==> config.mk <==
export PLATFORM = sky130hd
export DESIGN_NAME = wide_add_seq
export DESIGN_NICKNAME = d
export VERILOG_FILES = /design/src/rtl/wide_add_seq.sv
export SDC_FILE = /design/constraint.sdc
export NUM_CORES = 1
export LEC_CHECK = 0
export ABC_AREA = 1
export CAP_MARGIN = 5
export CORE_MARGIN = 1
export CORE_UTILIZATION = 41
export CTS_CLUSTER_SIZE = 14
export DETAILED_ROUTE_END_ITERATION = 8
export PLACE_DENSITY_LB_ADDON = 0.2
export SYNTH_ARGS = -nofsm -noshare
export SYNTH_HDL_FRONTEND = slang
export SYNTH_SLANG_ARGS = --single-unit
==> constraint.sdc <==
create_clock -name clk -period 8.4 [get_ports clk]
set_input_delay 1.26 -clock clk [delete_from_list [all_inputs] [get_ports clk]]
set_output_delay 1.26 -clock clk [all_outputs]
set_load 0.02 [all_outputs]
==> src/rtl/wide_add_seq.sv <==
// Multi-cycle wide adder: steps one N-bit ripple-carry chunk adder across W/N chunks,
// LSB chunk first, with valid/ready handshakes on operands and result.
//
// state  | meaning
// IDLE   | waiting for operands, in_ready high
// RUN    | adding one chunk per cycle, carry held in c_q
// DONE   | result presented with out_valid, held until out_ready
module wide_add_seq #(
  parameter int W = 64,
  parameter int N = 16
) (
  input  logic         clk,
  input  logic         rst_n,
  input  logic         in_valid,
  output logic         in_ready,
  input  logic [W-1:0] a,
  input  logic [W-1:0] b,
  input  logic         cin,
  output logic         out_valid,
  input  logic         out_ready,
  output logic [W-1:0] sum,
  output logic         cout,
  output logic         ovf,
  output logic         busy
);

  localparam int K  = W / N;
  localparam int IW = (K > 1) ? $clog2(K) : 1;
  localparam logic [IW-1:0] LAST_IDX = IW'(K - 1);

  localparam logic [1:0] S_IDLE = 2'd0;
  localparam logic [1:0] S_RUN  = 2'd1;
  localparam logic [1:0] S_DONE = 2'd2;

  logic [1:0]    state_q, state_d;
  logic [IW-1:0] idx_q, idx_d;
  logic          c_q, c_d;
  logic [W-1:0]  a_q, a_d;
  logic [W-1:0]  b_q, b_d;
  logic [W-1:0]  sum_q, sum_d;
  logic          cout_q, cout_d;
  logic          ovf_q, ovf_d;
  logic          out_valid_q, out_valid_d;

  logic [N-1:0]  a_chunk, b_chunk, s_chunk;
  logic          c_chunk;
  logic          c_msb;
  logic          last_chunk;

  // Only one N-bit adder exists; the inter-chunk carry always passes through c_q.
  always_comb begin
    a_chunk              = a_q[int'(idx_q) * N +: N];
    b_chunk              = b_q[int'(idx_q) * N +: N];
    {c_chunk, s_chunk}   = {1'b0, a_chunk} + {1'b0, b_chunk} + {{N{1'b0}}, c_q};
    c_msb                = a_chunk[N-1] ^ b_chunk[N-1] ^ s_chunk[N-1];
    last_chunk           = (idx_q == LAST_IDX);
  end

  always_comb begin
    state_d     = state_q;
    idx_d       = idx_q;
    c_d         = c_q;
    a_d         = a_q;
    b_d         = b_q;
    sum_d       = sum_q;
    cout_d      = cout_q;
    ovf_d       = ovf_q;
    out_valid_d = out_valid_q;
    case (state_q)
      S_IDLE: begin
        if (in_valid) begin
          a_d     = a;
          b_d     = b;
          c_d     = cin;
          idx_d   = '0;
          state_d = S_RUN;
        end
      end
      S_RUN: begin
        sum_d[int'(idx_q) * N +: N] = s_chunk;
        c_d   = c_chunk;
        idx_d = idx_q + IW'(1);
        if (last_chunk) begin
          cout_d      = c_chunk;
          ovf_d       = c_msb ^ c_chunk;
          out_valid_d = 1'b1;
          state_d     = S_DONE;
        end
      end
      S_DONE: begin
        // sum/cout/ovf deliberately keep their values after the handshake
        if (out_ready) begin
          out_valid_d = 1'b0;
          state_d     = S_IDLE;
        end
      end
      default: begin
        state_d     = S_IDLE;
        out_valid_d = 1'b0;
      end
    endcase
  end

  always_ff @(posedge clk or negedge rst_n) begin
    if (!rst_n) begin
      state_q     <= S_IDLE;
      idx_q       <= '0;
      c_q         <= 1'b0;
      a_q         <= '0;
      b_q         <= '0;
      sum_q       <= '0;
      cout_q      <= 1'b0;
      ovf_q       <= 1'b0;
      out_valid_q <= 1'b0;
    end else begin
      state_q     <= state_d;
      idx_q       <= idx_d;
      c_q         <= c_d;
      a_q         <= a_d;
      b_q         <= b_d;
      sum_q       <= sum_d;
      cout_q      <= cout_d;
      ovf_q       <= ovf_d;
      out_valid_q <= out_valid_d;
    end
  end

  assign in_ready  = (state_q == S_IDLE);
  assign busy      = (state_q != S_IDLE);
  assign out_valid = out_valid_q;
  assign sum       = sum_q;
  assign cout      = cout_q;
  assign ovf       = ovf_q;

endmodule

==> metrics <==
outcome complete, no violations; # IOs 202; RSZ-0062 raised after global routing false; Arr. time, crit path 4.30 ns; Tmin final 3.93 ns; largest net degree at the start of global routing 94; CP top delay family flip-flops; Worst Setup End Kind flop; logic gate share of total power 0.562; mean area per synthesized cell 7.88 µm²; WP buf/inv 2; Multi-input gate area 4110 µm²; core area 22800 µm²; max-slew violations 0; fin crit share 0.468; setup violators final 0; RePlAce Congestion 0.899; number of CTS-inserted buffers 17; # Max-Cap Violations 0; root buffer cell clkbuf_16; fmax 0.254 GHz; static leakage 6.21 nW; crit-path max FO 93; Synth Cell Area 9620 µm²; Finished Layout Cells 1713; FILL cells 2227; sw power 2.76 mW; Yosys reg bits 200; distinct cell type count after synthesis 38; initial antenna violation count 0; Slew HR 0.205; area delta synth->final 28.7%; Primary FF master, synth dfrtp_1; Die X 155 µm; Post-Syn Instances 1221; fin nets 1543; register share of total power 0.292; num rows 55; Async SR Flop Fraction 1.00; port buffer count 201; Clk pwr share 0.146; Final Hold Vio Count 0; final WL 25.9 mm; drt first pass iters 5; via-per-instance ratio 4.99; most used cell, CP nand2_1; htree depth 4; min setup slack post-route 4.47 ns; Antenna diodes 0; Avg WL per Cell 15.1 µm; CTS tree built; Setup Skew 0.0162 ns; worst slew pin tran 1.19 ns; crit path cell chain inv_2 -> buf_4 -> o21ai_0 -> o22ai_1 -> fa_1 -> fa_1 -> nand3_1 -> nand3_1 -> nand2_1 -> nand2_2 -> xor2_2 -> nand2_1 -> nor2_2 -> nand2_1 -> nand2_1; CP required 8.77 ns; Hold Crit Class reg -> reg; worst reg-to-reg path cell count 15; DR vias 8543; critical path class reg -> reg; post-placement cell area 11800 µm²; Worst Hold Depth 2; syn nets 1377; GRT overflow 0; Initial Util 0.421; clock tree sinks 200; slowest CP cell dfrtp_4; Peak VDD IR 0.000185 V; cell-internal power 2.98 mW; sw frac 0.481; GRT Total Usage 0.221; CTS Hold Buffers Added 0; post-CTS sizing 0; initial drt markers 601; layout cells sized above 1 0.0457; Worst-Skew Late Latency 0.44 ns; setup repair bufs after CTS 0; clock tree buffer depth 2; Syn. warnings 0; post-route cell area 12400 µm²; Reg area 5010 µm²; Levels on crit path 15; DRC 0; P per Cell Area 464 nW/µm²; worst slack at placement 4.46 ns; vias in the first global route 8025; Startpoint Class flop; final setup TNS 0 ns; hpwl dp 18.1 mm; sequential share of the synthesized area 0.520; remaining antenna violation count 0; first-pass GRT wire length 41.9 mm; Worst-path clk slew 0.07 ns; die area 24100 µm²; Placed Cells 1681; Die Span Y 155 µm; Post-synth EDFFs 0; Worst path max stage delay 1.06 ns
## power groups by stage
stage | Clock [mW] | Sequential [mW] | Combinational (mW)
2_1_floorplan | 0 | 1.68 | 2.20
3_3_place_gp | 0 | 1.68 | 3.15
3_5_place_dp | 0 | 1.68 | 3.20
4_1_cts | 0.852 | 1.67 | 3.22
5_1_grt | 0.886 | 1.72 | 3.61
6_report | 0.841 | 1.67 | 3.23
## layout by cell type, fill, tap and decap left out, drive strengths merged, types with 3 or more instances in the layout
cell           Yosys  layout
clkinv             1       4
a21oi              9       9
ha                21      21
clkbuf            19      23
nor2              86      86
o21ai             88      88
clkdlybuf4s50      0     200
dfrtp            200     200
xnor2              3       3
nand2            594     594
bufinv             0       3
a22o               5       5
inv               56      58
nand3             24      24
buf               41       6
nor3               4       4
o22ai             33      33
nand4             16      16
xor2               6       6
## worst paths after layout
kind,from,endpoint,slack [ns]
setup / recovery,idx_q[0]$_DFFE_PN0P_,sum[56]$_DFFE_PN0P_,4.47
hold / removal,b_q[27]$_DFFE_PN0P_,b_q[27]$_DFFE_PN0P_,0.47
setup reg to reg,idx_q[0]$_DFFE_PN0P_,sum[56]$_DFFE_PN0P_,4.47
hold reg to reg,b_q[27]$_DFFE_PN0P_,b_q[27]$_DFFE_PN0P_,0.47
max in group asynchronous,rst_n,a_q[39]$_DFFE_PN0P_,6.21
min in group asynchronous,rst_n,sum[17]$_DFFE_PN0P_,0.87
## synthesized netlist by cell type (6+ instances only)
library cell / instances / area [µm²]
nand2_2: 6 / 37.5
inv_2: 10 / 37.5
nand4_1: 16 / 100
a21oi_1: 9 / 45.0
nand2_1: 588 / 2210
nand3_1: 24 / 120
o21ai_1: 22 / 110
dfrtp_1: 200 / 5000
nor2_1: 81 / 304
o22ai_1: 33 / 206
buf_2: 27 / 135
buf_4: 12 / 90.1
ha_1: 21 / 263
clkbuf_1: 19 / 71.3
o21ai_0: 66 / 330
inv_1: 46 / 173
## per-layer routing
layer	part of all wire	track usage	routed length [µm]
met1	0.48	0.327	12400
met2	0.46	0.346	11900
met3	0.057	0.0345	1480
met5	0	0	0
met4	0.0069	0.0415	178
## kinds of logic (layout without fill, tap and decap cells)
kind of cell / count (synthesis) / count (layout) / synth area share
compound gates: 142 / 142 / 0.0824
simple gates: 730 / 730 / 0.302
flops: 200 / 200 / 0.520
buf+inv: 117 / 296 / 0.0538
xor+xnor: 9 / 9 / 0.00975
fa+ha+maj: 23 / 23 / 0.0315
## flip-flops by register name, indices dropped and copies added, names as in the netlist
name and flops:
b_q 64, state_q 2, idx_q 2, cout 1
a_q 64, ovf 1, out_valid 1, sum 64
c_q 1
## per-stage QoR
stage                     power (mW)  hold slack (ns)   util
after floorplan                 3.88            0.444      -
after global placement          4.83            0.457  0.516
after detailed placement        4.88            0.460  0.516
after CTS                       5.74            0.478  0.542
after global routing            6.22            0.496  0.542
final                           5.74            0.471  0.542
## tightest hold or removal path: stages, from the launching register on
cell	delay, ns
dfrtp_1	0.34
nand2_1	0.05
nand2_1	0.05
## area by class of cell
class,instances,share of cell area
inverters,57,0.0175
multi-input cells,904,0.332
well taps,313,0.0316
repair buffers,207,0.166
clock inverters,10,0.0114
flip-flops and latches,200,0.405
clock buffers,22,0.0367
Note: power is estimated with default switching activity, not from simulation.
